===== src/rtl/rv32i_types.sv =====
// rtl/rv32i_types.sv - shared fetch-stage types and constants
// Contents:
//   fetch_state_t : fetch FSM states IDLE/FETCH/HOLD/DISCARD
//   NOP_INSTR     : addi x0,x0,0, the idle value of the decode instruction register
//   fetch_regs_t  : {valid, pc, instr} bundle used for the hold buffer
//   align_pc      : clears the low two bits of a target address
package rv32i_types;

  typedef enum logic [1:0] {
    IDLE    = 2'd0,
    FETCH   = 2'd1,
    HOLD    = 2'd2,
    DISCARD = 2'd3
  } fetch_state_t;

  localparam logic [31:0] NOP_INSTR = 32'h0000_0013;

  typedef struct packed {
    logic        valid;
    logic [31:0] pc;
    logic [31:0] instr;
  } fetch_regs_t;

  function automatic logic [31:0] align_pc(input logic [31:0] addr);
    return {addr[31:2], 2'b00};
  endfunction

endpackage


===== src/rtl/fetch_pc_reg.sv =====
// rtl/fetch_pc_reg.sv - load-enabled register holding the fetch PC
// Ports:
//   clk, rst_n : clock, asynchronous active-low reset (resets to RESET_VAL)
//   load       : capture d on the next rising edge
//   d, q       : next value in, current value out
module fetch_pc_reg #(
  parameter int          WIDTH     = 32,
  parameter logic [31:0] RESET_VAL = 32'h0000_0060
) (
  input  logic             clk,
  input  logic             rst_n,
  input  logic             load,
  input  logic [WIDTH-1:0] d,
  output logic [WIDTH-1:0] q
);

  always_ff @(posedge clk or negedge rst_n) begin
    if (!rst_n) begin
      q <= RESET_VAL[WIDTH-1:0];
    end else if (load) begin
      q <= d;
    end
  end

endmodule


===== src/rtl/fetch.sv =====
// rtl/fetch.sv - instruction fetch stage with stall hold buffer and redirect squash
// Ports:
//   clk, rst_n                       : clock, asynchronous active-low reset
//   imem_address, imem_read          : word address (= fetch PC) and read request
//   imem_rdata, imem_resp            : returned word, one-cycle completion strobe
//   stall                            : decode cannot accept, output registers hold
//   redirect, redirect_pc            : taken branch/jump and its target
//   out_valid, out_pc, out_instr     : registered instruction handed to decode
module fetch
  import rv32i_types::*;
#(
  parameter logic [31:0] RESET_PC = 32'h0000_0060
) (
  input  logic        clk,
  input  logic        rst_n,
  output logic [31:0] imem_address,
  output logic        imem_read,
  input  logic [31:0] imem_rdata,
  input  logic        imem_resp,
  input  logic        stall,
  input  logic        redirect,
  input  logic [31:0] redirect_pc,
  output logic        out_valid,
  output logic [31:0] out_pc,
  output logic [31:0] out_instr
);

  fetch_state_t state;
  fetch_regs_t  hold_buf;
  logic [31:0]  pending_pc;
  logic [31:0]  pc;
  logic [31:0]  pc_d;
  logic         pc_load;
  logic [31:0]  target;

  assign target       = align_pc(redirect_pc);
  assign imem_address = pc;
  assign imem_read    = (state == FETCH) || (state == DISCARD);

  fetch_pc_reg #(
    .WIDTH     (32),
    .RESET_VAL (RESET_PC)
  ) u_pc_reg (
    .clk   (clk),
    .rst_n (rst_n),
    .load  (pc_load),
    .d     (pc_d),
    .q     (pc)
  );

  // Next PC. A redirect in FETCH without a response must leave the address
  // alone: the outstanding read is still owned by memory until it responds.
  always_comb begin
    pc_load = 1'b0;
    pc_d    = pc + 32'd4;
    case (state)
      IDLE: begin
        if (redirect) begin
          pc_load = 1'b1;
          pc_d    = target;
        end
      end
      FETCH: begin
        if (redirect) begin
          if (imem_resp) begin
            pc_load = 1'b1;
            pc_d    = target;
          end
        end else if (imem_resp) begin
          pc_load = 1'b1;
        end
      end
      HOLD: begin
        if (redirect) begin
          pc_load = 1'b1;
          pc_d    = target;
        end
      end
      DISCARD: begin
        if (imem_resp) begin
          pc_load = 1'b1;
          pc_d    = redirect ? target : pending_pc;
        end
      end
      default: ;
    endcase
  end

  always_ff @(posedge clk or negedge rst_n) begin
    if (!rst_n) begin
      state      <= IDLE;
      hold_buf   <= '0;
      pending_pc <= '0;
      out_valid  <= 1'b0;
      out_pc     <= '0;
      out_instr  <= NOP_INSTR;
    end else begin
      case (state)
        IDLE: begin
          state <= FETCH;
          if (redirect || !stall) out_valid <= 1'b0;
        end
        FETCH: begin
          if (redirect) begin
            out_valid <= 1'b0;
            if (!imem_resp) begin
              pending_pc <= target;
              state      <= DISCARD;
            end
          end else if (imem_resp) begin
            if (stall) begin
              hold_buf <= '{valid: 1'b1, pc: pc, instr: imem_rdata};
              state    <= HOLD;
            end else begin
              out_valid <= 1'b1;
              out_pc    <= pc;
              out_instr <= imem_rdata;
            end
          end else if (!stall) begin
            out_valid <= 1'b0;
          end
        end
        HOLD: begin
          if (redirect) begin
            out_valid <= 1'b0;
            hold_buf  <= '0;
            state     <= FETCH;
          end else if (!stall) begin
            out_valid <= hold_buf.valid;
            out_pc    <= hold_buf.pc;
            out_instr <= hold_buf.instr;
            hold_buf  <= '0;
            state     <= FETCH;
          end
        end
        DISCARD: begin
          if (redirect || !stall) out_valid <= 1'b0;
          if (imem_resp) begin
            pending_pc <= '0;
            state      <= FETCH;
          end else if (redirect) begin
            pending_pc <= target;
          end
        end
        default: state <= IDLE;
      endcase
    end
  end

endmodule


===== config.mk =====
export PLATFORM = sky130hd
export DESIGN_NAME = fetch
export DESIGN_NICKNAME = d
export VERILOG_FILES = /design/src/rtl/rv32i_types.sv /design/src/rtl/fetch_pc_reg.sv /design/src/rtl/fetch.sv
export SDC_FILE = /design/constraint.sdc
export NUM_CORES = 1
export LEC_CHECK = 0
export ABC_AREA = 1
export BUFFER_PORTS_ARGS = -buffer_cell sky130_fd_sc_hd__buf_2
export CAP_MARGIN = 20
export CORE_AREA = 2 2 170 106
export CTS_CLUSTER_DIAMETER = 60
export DETAILED_ROUTE_END_ITERATION = 8
export DIE_AREA = 0 0 172 108
export PLACE_DENSITY_LB_ADDON = 0.15
export SETUP_SLACK_MARGIN = 0.4
export SYNTH_ARGS = -nofsm -noshare
export SYNTH_HDL_FRONTEND = slang
export SYNTH_HIERARCHICAL = 1
export SYNTH_SLANG_ARGS = --single-unit

===== constraint.sdc =====
create_clock -name clk -period 5.9 [get_ports clk]
set_clock_uncertainty 0.1 [all_clocks]
set_input_delay 1.18 -clock clk [delete_from_list [all_inputs] [get_ports clk]]
set_output_delay 1.18 -clock clk [all_outputs]
set_load 0.05 [all_outputs]

==> results.ini, run 1 <==
[setup_path]
start_kind=input pin
cp.required_ns=6.13
critPathKind=input pin to register
worstSetupEndpointType=register
cp_cell_sequence=buf_2 > buf_4 > nand2_1 > clkinv_1 > a221oi_1 > nand2_1 > nand2_1 > nand2_1
critPathTopFamily=buffers and inverters
crit_fanout=58
worst_path_largest_cell_delay_ns=0.96
path_common_cell=nand2_1
r2r_slack_ns=2.58
cpMaxStageDelayCell=a221oi_1
crit_buf_inv=3
arrival_ns=3.66

[run_status]
status=completed

[timing]
finalSetupViolations=0
fin_tns_setup_ns=0
period_share_pct=58.2
hold_viol=0
final_max_slew_viol_count=0
max_freq_ghz=0.291
finalCriticalPeriod_ns=3.43
relSlewSlack_pct=28.9
worstMarginPinSlew_ns=1.06
rsz0062_at_grt=false

[pwr]
p_sw_share_pct=50.4
p_seq_share_pct=34.4
p_int_w=0.00339
p_total_w=0.00683
leakagePower_nw=5.48
irDropWorstVdd_mv=0.430
combPwrFrac_pct=49.2
power_density_nw_per_um2=591
p_clk_share_pct=16.4
switchingPower_w=0.00344

[synthesis]
yosys_warnings=6
synth.area.top_cells=dfrtp_1, nand2_1, o21ai_0
synth_top_area_share_pct=46.9
synthesis.nets=1418
postSynthAreaPerCell_um2=7.59
synth_cells=1344
ys_seq_elements=196
yosysSeqAreaShare_pct=48.2
synth_top_cell_by_area=dfrtp_1
synth.cell_area_um2=10200
synth.distinct_cells=41

[cts]
cts_max_path_buffers=2
hold_buffers=0
cts_sinks=196
cts_tree=done
cts_root_buf=clkbuf_16
cts_buffers=17
cts-htree-levels=4
clkTransAtPathRegs_ns=0.07
worstSkewPairLatency_ns=0.44
cts_setup_buffers=0
cts_resized=0

[global_routing]
grt_pass1_wl_um=44200
antenna_found_initial=0
grt_overflow=0
grt_max_degree=129
grt_pass1_vias=8790
grtUsageTotal_pct=30.2

[route]
wl_per_cell_um=15.9
num_vias=9566
wl_met2_um=12000
drtAntennaViolNets=0
firstDrtPassIters=6
drc=0
m1WireLength_um=12400
routed-wl-met3_um=2330
top_layer_used=met4
drtIter0Drc=954
finalWirelength_um=27200
routed_via_density=5.60

[floorplanning]
start_util_pct=60.5
core_area_um2=16900
die_area_um2=18600
rows=37
die_w_um=172
fp.dieH_um=108
io_pins=167

[finish]
final_net_count=1535
area_growth_syn_to_layout_pct=13.3
antenna_cells=0
drive_gt1_share_pct=16.1

[job]
cap_violations=0

[placed_design]
gp_congestion=0.897
hpwl_um=18000
numPortBuffers=164

[hold_path]
holdCritPathClass=register to register

## power groups by stage
stage / Sequential [W] / Combinational, W / Clock [W]
2_1_floorplan: 0.00333 / 0.00155 / 0
3_3_place_gp: 0.00234 / 0.00325 / 0
3_5_place_dp: 0.00236 / 0.00332 / 0
4_1_cts: 0.00234 / 0.00334 / 0.00113
5_1_grt: 0.00242 / 0.00367 / 0.00119
6_report: 0.00235 / 0.00336 / 0.00112
## cell families after synthesis
logic type | Yosys count | synth area share, %
and+or+nand+nor | 688 | 26.2
AOI/OAI and AO/OA | 298 | 17.1
DFF | 196 | 48.2
buffers and inverters | 147 | 7.04
xor gates and xnor gates | 10 | 0.859
adders and majority gates | 5 | 0.614
## stage by stage
step | hold slack [ns] | setup WS [ns] | std cells | util, % | area [µm²]
after CTS | 0.392 | 2.08 | 1706 | 68.5 | 11500
after global routing | 0.416 | 2.34 | 1707 | 68.5 | 11500
after global placement | 0.367 | 2.21 | 1674 | 65.1 | 11000
after floorplan | 0.349 | 3.45 | 1344 | - | 10200
after detailed placement | 0.374 | 2.17 | 1675 | 65.2 | 11000
final | 0.386 | 2.47 | 1707 | 68.5 | 11500
## placed cells by master (no fill, tap or decap), types with 2 or more instances in the layout
master	count
clkbuf_8	4
a211oi_1	2
nor2_2	2
nand2_2	13
dfrtp_1	191
nor2_1	145
a221oi_1	5
nand3b_1	3
nand4_1	3
o31ai_1	2
nand2_1	497
clkinv_2	5
nand3_1	19
xor2_1	7
o211ai_1	2
inv_1	61
buf_4	11
o22ai_1	2
xnor2_1	3
a22oi_1	30
inv_2	3
buf_2	163
or2_2	2
a21oi_1	9
a31oi_1	65
clkbuf_16	17
clkbuf_1	3
o21ai_0	111
ha_1	4
o21ai_1	46
nor3_1	3
o21a_1	19
dfstp_2	5
## layout make-up
cell class                      instances  area (µm²)
Timing Repair Buffer                  177         943
Inverter                               68         267
Clock inverter                          8        75.1
Sequential cell                       196        4910
Multi-Input combinational cell       1001        4580
Fill cell                            1454        5300
Clock buffer                           23         478
Tap cell                              234         293
## worst reg2reg max path, delay by kind of cell, from the launching register on
family | cells | cell delay [ns]
adders and majority gates | 1 | 0.34
DFF | 1 | 0.40
and+or+nand+nor | 5 | 0.57
buffers and inverters | 3 | 0.84
AOI/OAI and AO/OA | 1 | 0.96
## state kept, by name, summed over array words and instances (netlist names)
signal / flops
state: 2
hold_buf: 65
u_pc_reg/q: 32
out_valid: 1
out_pc: 32
pending_pc: 32
out_instr: 32
## cell usage after synthesis (all sizes together)
| master | count |
|---|---|
| and2 | 1 |
| nand2 | 510 |
| nand3b | 3 |
| ha | 5 |
| a22oi | 30 |
| nand3 | 19 |
| o21a | 19 |
| nand4 | 3 |
| a31oi | 65 |
| a21oi | 11 |
| buf | 42 |
| o31ai | 2 |
| a21boi | 1 |
| a211oi | 2 |
| or2 | 2 |
| xor2 | 7 |
| o21ai | 158 |
| o21bai | 1 |
| clkbuf | 37 |
| inv | 67 |
| xnor2 | 3 |
| dfstp | 5 |
| a221oi | 5 |
| o22ai | 2 |
| dfrtp | 191 |
| nor3 | 3 |
| nor2 | 147 |
| o211ai | 2 |
| clkinv | 1 |
## metal layers
layer  vias to the layer above  track usage [%]
li1                       4636                -
met1                      4483             44.1
met2                       411             45.4
met3                        36             7.80
met4                         0             7.92
met5                         -                0
## worst paths after layout
check                                   from             end  depth (start not counted)
max in group asynchronous              rst_n   out_instr[22]                          2
worst max-delay path                redirect  u_pc_reg/q[26]                          8
worst min register to register  hold_buf[18]    hold_buf[18]                          2
worst max register to register      state[1]  u_pc_reg/q[26]                         10
min in group asynchronous              rst_n  pending_pc[19]                          1
worst min-delay path            hold_buf[18]    hold_buf[18]                          2
Note: power is estimated with default switching activity, not from simulation.
==> run 2, diff against run 1 <==
Settings changed: CORE_AREA 2 2 170 106 to 2 2 176 109, DIE_AREA 0 0 172 108 to 0 0 178 111.
Clock period 5.9 ns to 3.2 ns, I/O delays scaled along.
==> results.ini, run 2 (synthesis gave the netlist of run 1 again) <==
[run_status]
status=completed  ; unchanged

[pwr]
power_density_nw_per_um2=1080  ; was 591 nW/µm²
switchingPower_w=0.00647  ; was 0.00344 W
p_clk_share_pct=16.6  ; was 16.4%
leakagePower_nw=5.56  ; was 5.48 nW
irDropWorstVdd_mv=0.651  ; was 0.430 mV
p_int_w=0.00623  ; was 0.00339 W
p_seq_share_pct=34.2  ; was 34.4%
p_sw_share_pct=50.9  ; was 50.4%
combPwrFrac_pct=49.2  ; about the same

[cts]
cts_buffers=17  ; unchanged
cts_setup_buffers=0  ; unchanged
cts_sinks=196  ; unchanged
cts-htree-levels=4  ; unchanged
cts_tree=done  ; unchanged
hold_buffers=0  ; unchanged
worstSkewPairLatency_ns=0.43  ; was 0.44 ns
cts_max_path_buffers=2  ; unchanged
cts_root_buf=clkbuf_16  ; unchanged
cts_resized=0  ; unchanged
clkTransAtPathRegs_ns=0.08  ; was 0.07 ns

[timing]
period_share_pct=83.4
fin_tns_setup_ns=0  ; unchanged
final_max_slew_viol_count=0  ; unchanged
max_freq_ghz=0.375
finalCriticalPeriod_ns=2.67
finalSetupViolations=0  ; unchanged
hold_viol=0  ; unchanged
relSlewSlack_pct=34.8  ; was 28.9%
worstMarginPinSlew_ns=0.978  ; was 1.06 ns
rsz0062_at_grt=false  ; unchanged

[hold_path]
holdCritPathClass=input pin to async pin  ; was register to register

[global_routing]
grt_overflow=0  ; unchanged
antenna_found_initial=0  ; unchanged
grt_pass1_wl_um=44700  ; was 44200 µm
grt_max_degree=109  ; was 129
grtUsageTotal_pct=28.6  ; was 30.2%
grt_pass1_vias=8775  ; was 8790

[finish]
most-common-layout-cells=nand2_1, dfrtp_1, buf_2  ; unchanged
area_growth_syn_to_layout_pct=15.4  ; was 13.3%
drive_gt1_share_pct=17.0  ; was 16.1%
layout_commonest_cell=nand2_1  ; unchanged
layout.cells.non_filler=1733  ; was 1707
antenna_cells=0  ; unchanged
regMostFlops=hold_buf  ; unchanged
final_net_count=1548  ; was 1535
largest_reg_flops=65  ; unchanged

[route]
drtIter0Drc=919  ; was 954
routed_via_density=5.50  ; was 5.60
drtAntennaViolNets=0  ; unchanged
wl_per_cell_um=15.7  ; was 15.9 µm
drc=0  ; unchanged
finalWirelength_um=27200  ; about the same
num_vias=9525  ; was 9566
firstDrtPassIters=7  ; was 6

[setup_path]
cp.required_ns=2.46  ; was 6.13 ns
arrival_ns=1.93  ; was 3.66 ns
start_kind=register  ; was input pin
worstSetupEndpointType=output pin  ; was register
critPathKind=register to output pin  ; was input pin to register
crit_fanout=5  ; was 58

[floorplanning]
rows=39  ; was 37
start_util_pct=55.4  ; was 60.5%
core_area_um2=18400  ; was 16900 µm²
die_area_um2=19800  ; was 18600 µm²
io_pins=167  ; unchanged
die_w_um=178  ; was 172 µm
fp.dieH_um=111  ; was 108 µm

[placed_design]
numPortBuffers=164  ; unchanged
hpwl_um=18800  ; was 18000 µm
gp_congestion=0.880  ; was 0.897
placed_cells=1701  ; was 1675

[job]
cap_violations=0  ; unchanged

-- run 2: cell count changes in the layout (fill, tap and decap cells not counted), moves of 2 or more --
cell,change
clkinvlp_4,+2
buf_4,+8
clkinv_2,-5
clkinv_4,+2
inv_8,+3
clkbuf_1,-2
buf_12,+6
inv_6,+2
clkbuf_8,-3
-- run 2: path summary, 6_finish.rpt --
| path | startpoint | to | slack, ns | cells past startpoint |
|---|---|---|---|---|
| worst max-delay path | state[1] | imem_read | 0.53 | 5 |
| worst min-delay path | rst_n | u_pc_reg/q[24] | 0.10 | 1 |
| worst max register to register | state[1] | hold_buf[53] | 0.66 | 9 |
| worst min register to register | hold_buf[13] | hold_buf[13] | 0.39 | 2 |
| max in group asynchronous | rst_n | u_pc_reg/q[5] | 2.04 | 2 |
| min in group clk | imem_rdata[4] | out_instr[4] | 0.35 | 3 |
-- run 2: routing by layer --
metal	up-vias	part of all wire (%)	global-route usage, %
li1	4647	-	-
met1	4492	47	42.5
met2	355	43	42.5
met3	31	8.2	6.10
met4	0	1.5	7.38
met5	-	0	0
-- run 2: power by group through the flow --
stage / logic, W / registers (W) / clock network, W
after floorplan: 0.00286 / 0.00614 / 0
after global placement: 0.00609 / 0.00434 / 0
after detailed placement: 0.00622 / 0.00437 / 0
after CTS: 0.00624 / 0.00434 / 0.00213
after global routing: 0.00684 / 0.00447 / 0.00225
final: 0.00625 / 0.00435 / 0.00211
-- run 2: per-stage QoR --
stage / setup slack, ns / utilization (%) / hold WS (ns) / total power, W / instance area [µm²]
after floorplan: 1.07 / - / 0.244 / 0.00900 / 10200
after global placement: 0.627 / 60.8 / 0.366 / 0.0104 / 11200
after detailed placement: 0.573 / 60.8 / 0.374 / 0.0106 / 11200
after CTS: 0.537 / 63.9 / 0.133 / 0.0127 / 11800
after global routing: 0.408 / 63.9 / 0.143 / 0.0136 / 11800
final: 0.530 / 63.9 / 0.101 / 0.0127 / 11800
-- run 2: worst max-delay path, cell delays in order, from the launching register on --
cell	delay, ns
dfrtp_1	0.44
inv_1	0.09
ha_1	0.29
nor2_1	0.38
inv_1	0.08
buf_2	0.22
-- run 2: area by class of cell --
class	count	area [µm²]
clock inverter	14	141
inverter	68	268
clock buffer	18	429
tap	246	308
sequential	196	4910
timing repair buffer	190	1110
multi-input combinational	1001	4590
fill	1633	6640
==> run 3, diff against run 2 <==
Settings changed: CORE_AREA 2 2 176 109 to 2 2 184 114, DIE_AREA 0 0 178 111 to 0 0 186 116.
Clock period 3.2 ns to 2.4 ns, I/O delays scaled along.
==> results.ini, run 3 (synthesis gave the netlist of run 1 again) <==
[timing]
layout_setup_ws_ns=0.196  ; was 0.530 ns
finalSetupViolations=0  ; unchanged
worstMarginPinSlew_ns=0.523  ; was 0.978 ns
fin_tns_setup_ns=0  ; unchanged
period_share_pct=91.8
final_max_slew_viol_count=0  ; unchanged
hold_viol=0  ; unchanged
rsz0062_at_grt=true  ; was false
max_freq_ghz=0.454
relSlewSlack_pct=65.1  ; was 34.8%
finalCriticalPeriod_ns=2.20

[cts]
cts_sinks=196  ; unchanged
cts_root_buf=clkbuf_16  ; unchanged
cts-htree-levels=4  ; unchanged
cts_buffers=17  ; unchanged
clkTransAtPathRegs_ns=0.07  ; was 0.08 ns
worstSkewPairLatency_ns=0.44  ; was 0.43 ns
cts_tree=done  ; unchanged
cts_max_path_buffers=2  ; unchanged

[route]
drc=0  ; unchanged
finalWirelength_um=34000  ; was 27200 µm
m1WireLength_um=15000  ; was 12900 µm
routed-wl-met3_um=3380  ; was 2230 µm
num_vias=10450  ; was 9525
routed_via_density=5.62  ; was 5.50
drtAntennaViolNets=0  ; unchanged
wl_met2_um=15100  ; was 11600 µm
drtIter0Drc=1167  ; was 919
firstDrtPassIters=5  ; was 7
wl_per_cell_um=18.3  ; was 15.7 µm
top_layer_used=met4  ; unchanged

[global_routing]
grt_max_degree=129  ; was 109
grt_pass1_wl_um=46900  ; was 44700 µm
antenna_found_initial=0  ; unchanged
grtUsageTotal_pct=27.8  ; was 28.6%
grt_overflow=0  ; unchanged
grt_pass1_vias=8881  ; was 8775

[finish]
largest_reg_flops=65  ; unchanged
drive_gt1_share_pct=28.8  ; was 17.0%
final_net_count=1646  ; was 1548
regMostFlops=hold_buf  ; unchanged
area_growth_syn_to_layout_pct=35.1  ; was 15.4%
antenna_cells=0  ; unchanged
layout_commonest_cell=nand2_1  ; unchanged
most-common-layout-cells=nand2_1, dfrtp_1, buf_2  ; unchanged

[setup_path]
r2r_cells=13  ; was 9
worstSetupEndpoint=imem_read  ; unchanged
cp.required_ns=1.82  ; was 2.46 ns
r2r_slack_ns=0.21  ; was 0.66 ns
r2r-end=out_instr[16]  ; was hold_buf[53]
arrival_ns=1.62  ; was 1.93 ns
worstSetupEndpointType=output pin  ; unchanged
r2r-start=state[1]  ; unchanged
crit_fanout=4  ; was 5
critPathKind=register to output pin  ; unchanged
start_kind=register  ; unchanged
crit_start=state[1]  ; unchanged

[job]
cap_violations=0  ; unchanged

[pwr]
p_sw_share_pct=49.3  ; was 50.9%
leakagePower_nw=6.39  ; was 5.56 nW
p_total_w=0.0197  ; was 0.0127 W
irDropWorstVdd_mv=1.06  ; was 0.651 mV
p_seq_share_pct=29.8  ; was 34.2%
switchingPower_w=0.00973  ; was 0.00647 W
combPwrFrac_pct=55.6  ; was 49.2%
power_density_nw_per_um2=1430  ; was 1080 nW/µm²
p_clk_share_pct=14.6  ; was 16.6%
p_int_w=0.0100  ; was 0.00623 W

[floorplanning]
die_w_um=186  ; was 178 µm
fp.dieH_um=116  ; was 111 µm
rows=40  ; was 39
start_util_pct=51.6  ; was 55.4%
core_area_um2=19800  ; was 18400 µm²
die_area_um2=21600  ; was 19800 µm²
io_pins=167  ; unchanged

[placed_design]
hpwl_um=19400  ; was 18800 µm
gp_congestion=0.872  ; was 0.880
numPortBuffers=164  ; unchanged
place_ws_ns=0.0617  ; was 0.573 ns

[run_status]
status=completed  ; unchanged

[hold_path]
holdCritPathClass=input pin to register  ; was input pin to async pin

-- run 3: cell types whose count changed in the layout (fill, tap and decap cells not counted), sizes merged, moves of 2 or more --
cell | before | now
buf | 189 | 270
bufinv | 0 | 2
clkbuf | 19 | 37
inv | 74 | 70
-- run 3: routing by layer --
layer	up-vias	global-route usage (%)
met5	-	0
met4	0	6.88
met3	52	5.59
met2	528	40.7
met1	5004	42.4
li1	4866	-
-- run 3: worst max-delay path, cell delays in order, from the launching register on --
cell	delay, ns
dfrtp_1	0.40
inv_2	0.08
ha_4	0.17
buf_6	0.13
nor2_4	0.10
buf_6	0.13
inv_2	0.04
buf_6	0.14
-- run 3: worst min-delay path by stage --
stage / cells after the start / start / to
2_1_floorplan: 0 / rst_n / hold_buf[0]
3_3_place_gp: 1 / rst_n / u_pc_reg/q[0]
3_5_place_dp: 1 / rst_n / u_pc_reg/q[0]
4_1_cts: 3 / imem_rdata[0] / out_instr[0]
5_1_grt: 3 / imem_rdata[0] / out_instr[0]
6_report: 3 / imem_rdata[0] / out_instr[0]
-- run 3: power groups by stage --
stage / sequential (W) / clock [W] / combinational [W]
after floorplan: 0.00819 / 0 / 0.00382
after global placement: 0.00577 / 0 / 0.00837
after detailed placement: 0.00581 / 0 / 0.00853
after CTS: 0.00576 / 0.00291 / 0.00893
after global routing: 0.00603 / 0.00305 / 0.0117
final: 0.00588 / 0.00289 / 0.0110
-- run 3: layout make-up --
type / count / area (µm²)
Clock inverter: 12 / 133
Inverter: 68 / 303
Clock buffer: 20 / 437
Multi-Input combinational cell: 1001 / 5190
Timing Repair Buffer: 288 / 2460
Fill cell: 1571 / 5990
Tap cell: 273 / 342
Sequential cell: 196 / 4910
-- run 3: timing repair --
item	4_1_cts	5_1_grt
buffers inserted	8	42
gates resized for setup	30	192
cloned	3	25
endpoints found under the setup margin	170	182
pin swaps	2	69
hold buffers	1	0
endpoints found under the hold margin	41	0
-- run 3: stage by stage --
step / cells / hold WS, ns / cell area (µm²) / util [%]
6_report: 1858 / 0.183 / 13800 / 69.7
5_1_grt: 1858 / 0.190 / 13800 / 69.7
4_1_cts: 1791 / 0.170 / 12300 / 62.0
3_5_place_dp: 1747 / 0.372 / 11400 / 57.6
3_3_place_gp: 1747 / 0.367 / 11400 / 57.6
2_1_floorplan: 1344 / 0.0844 / 10200 / -
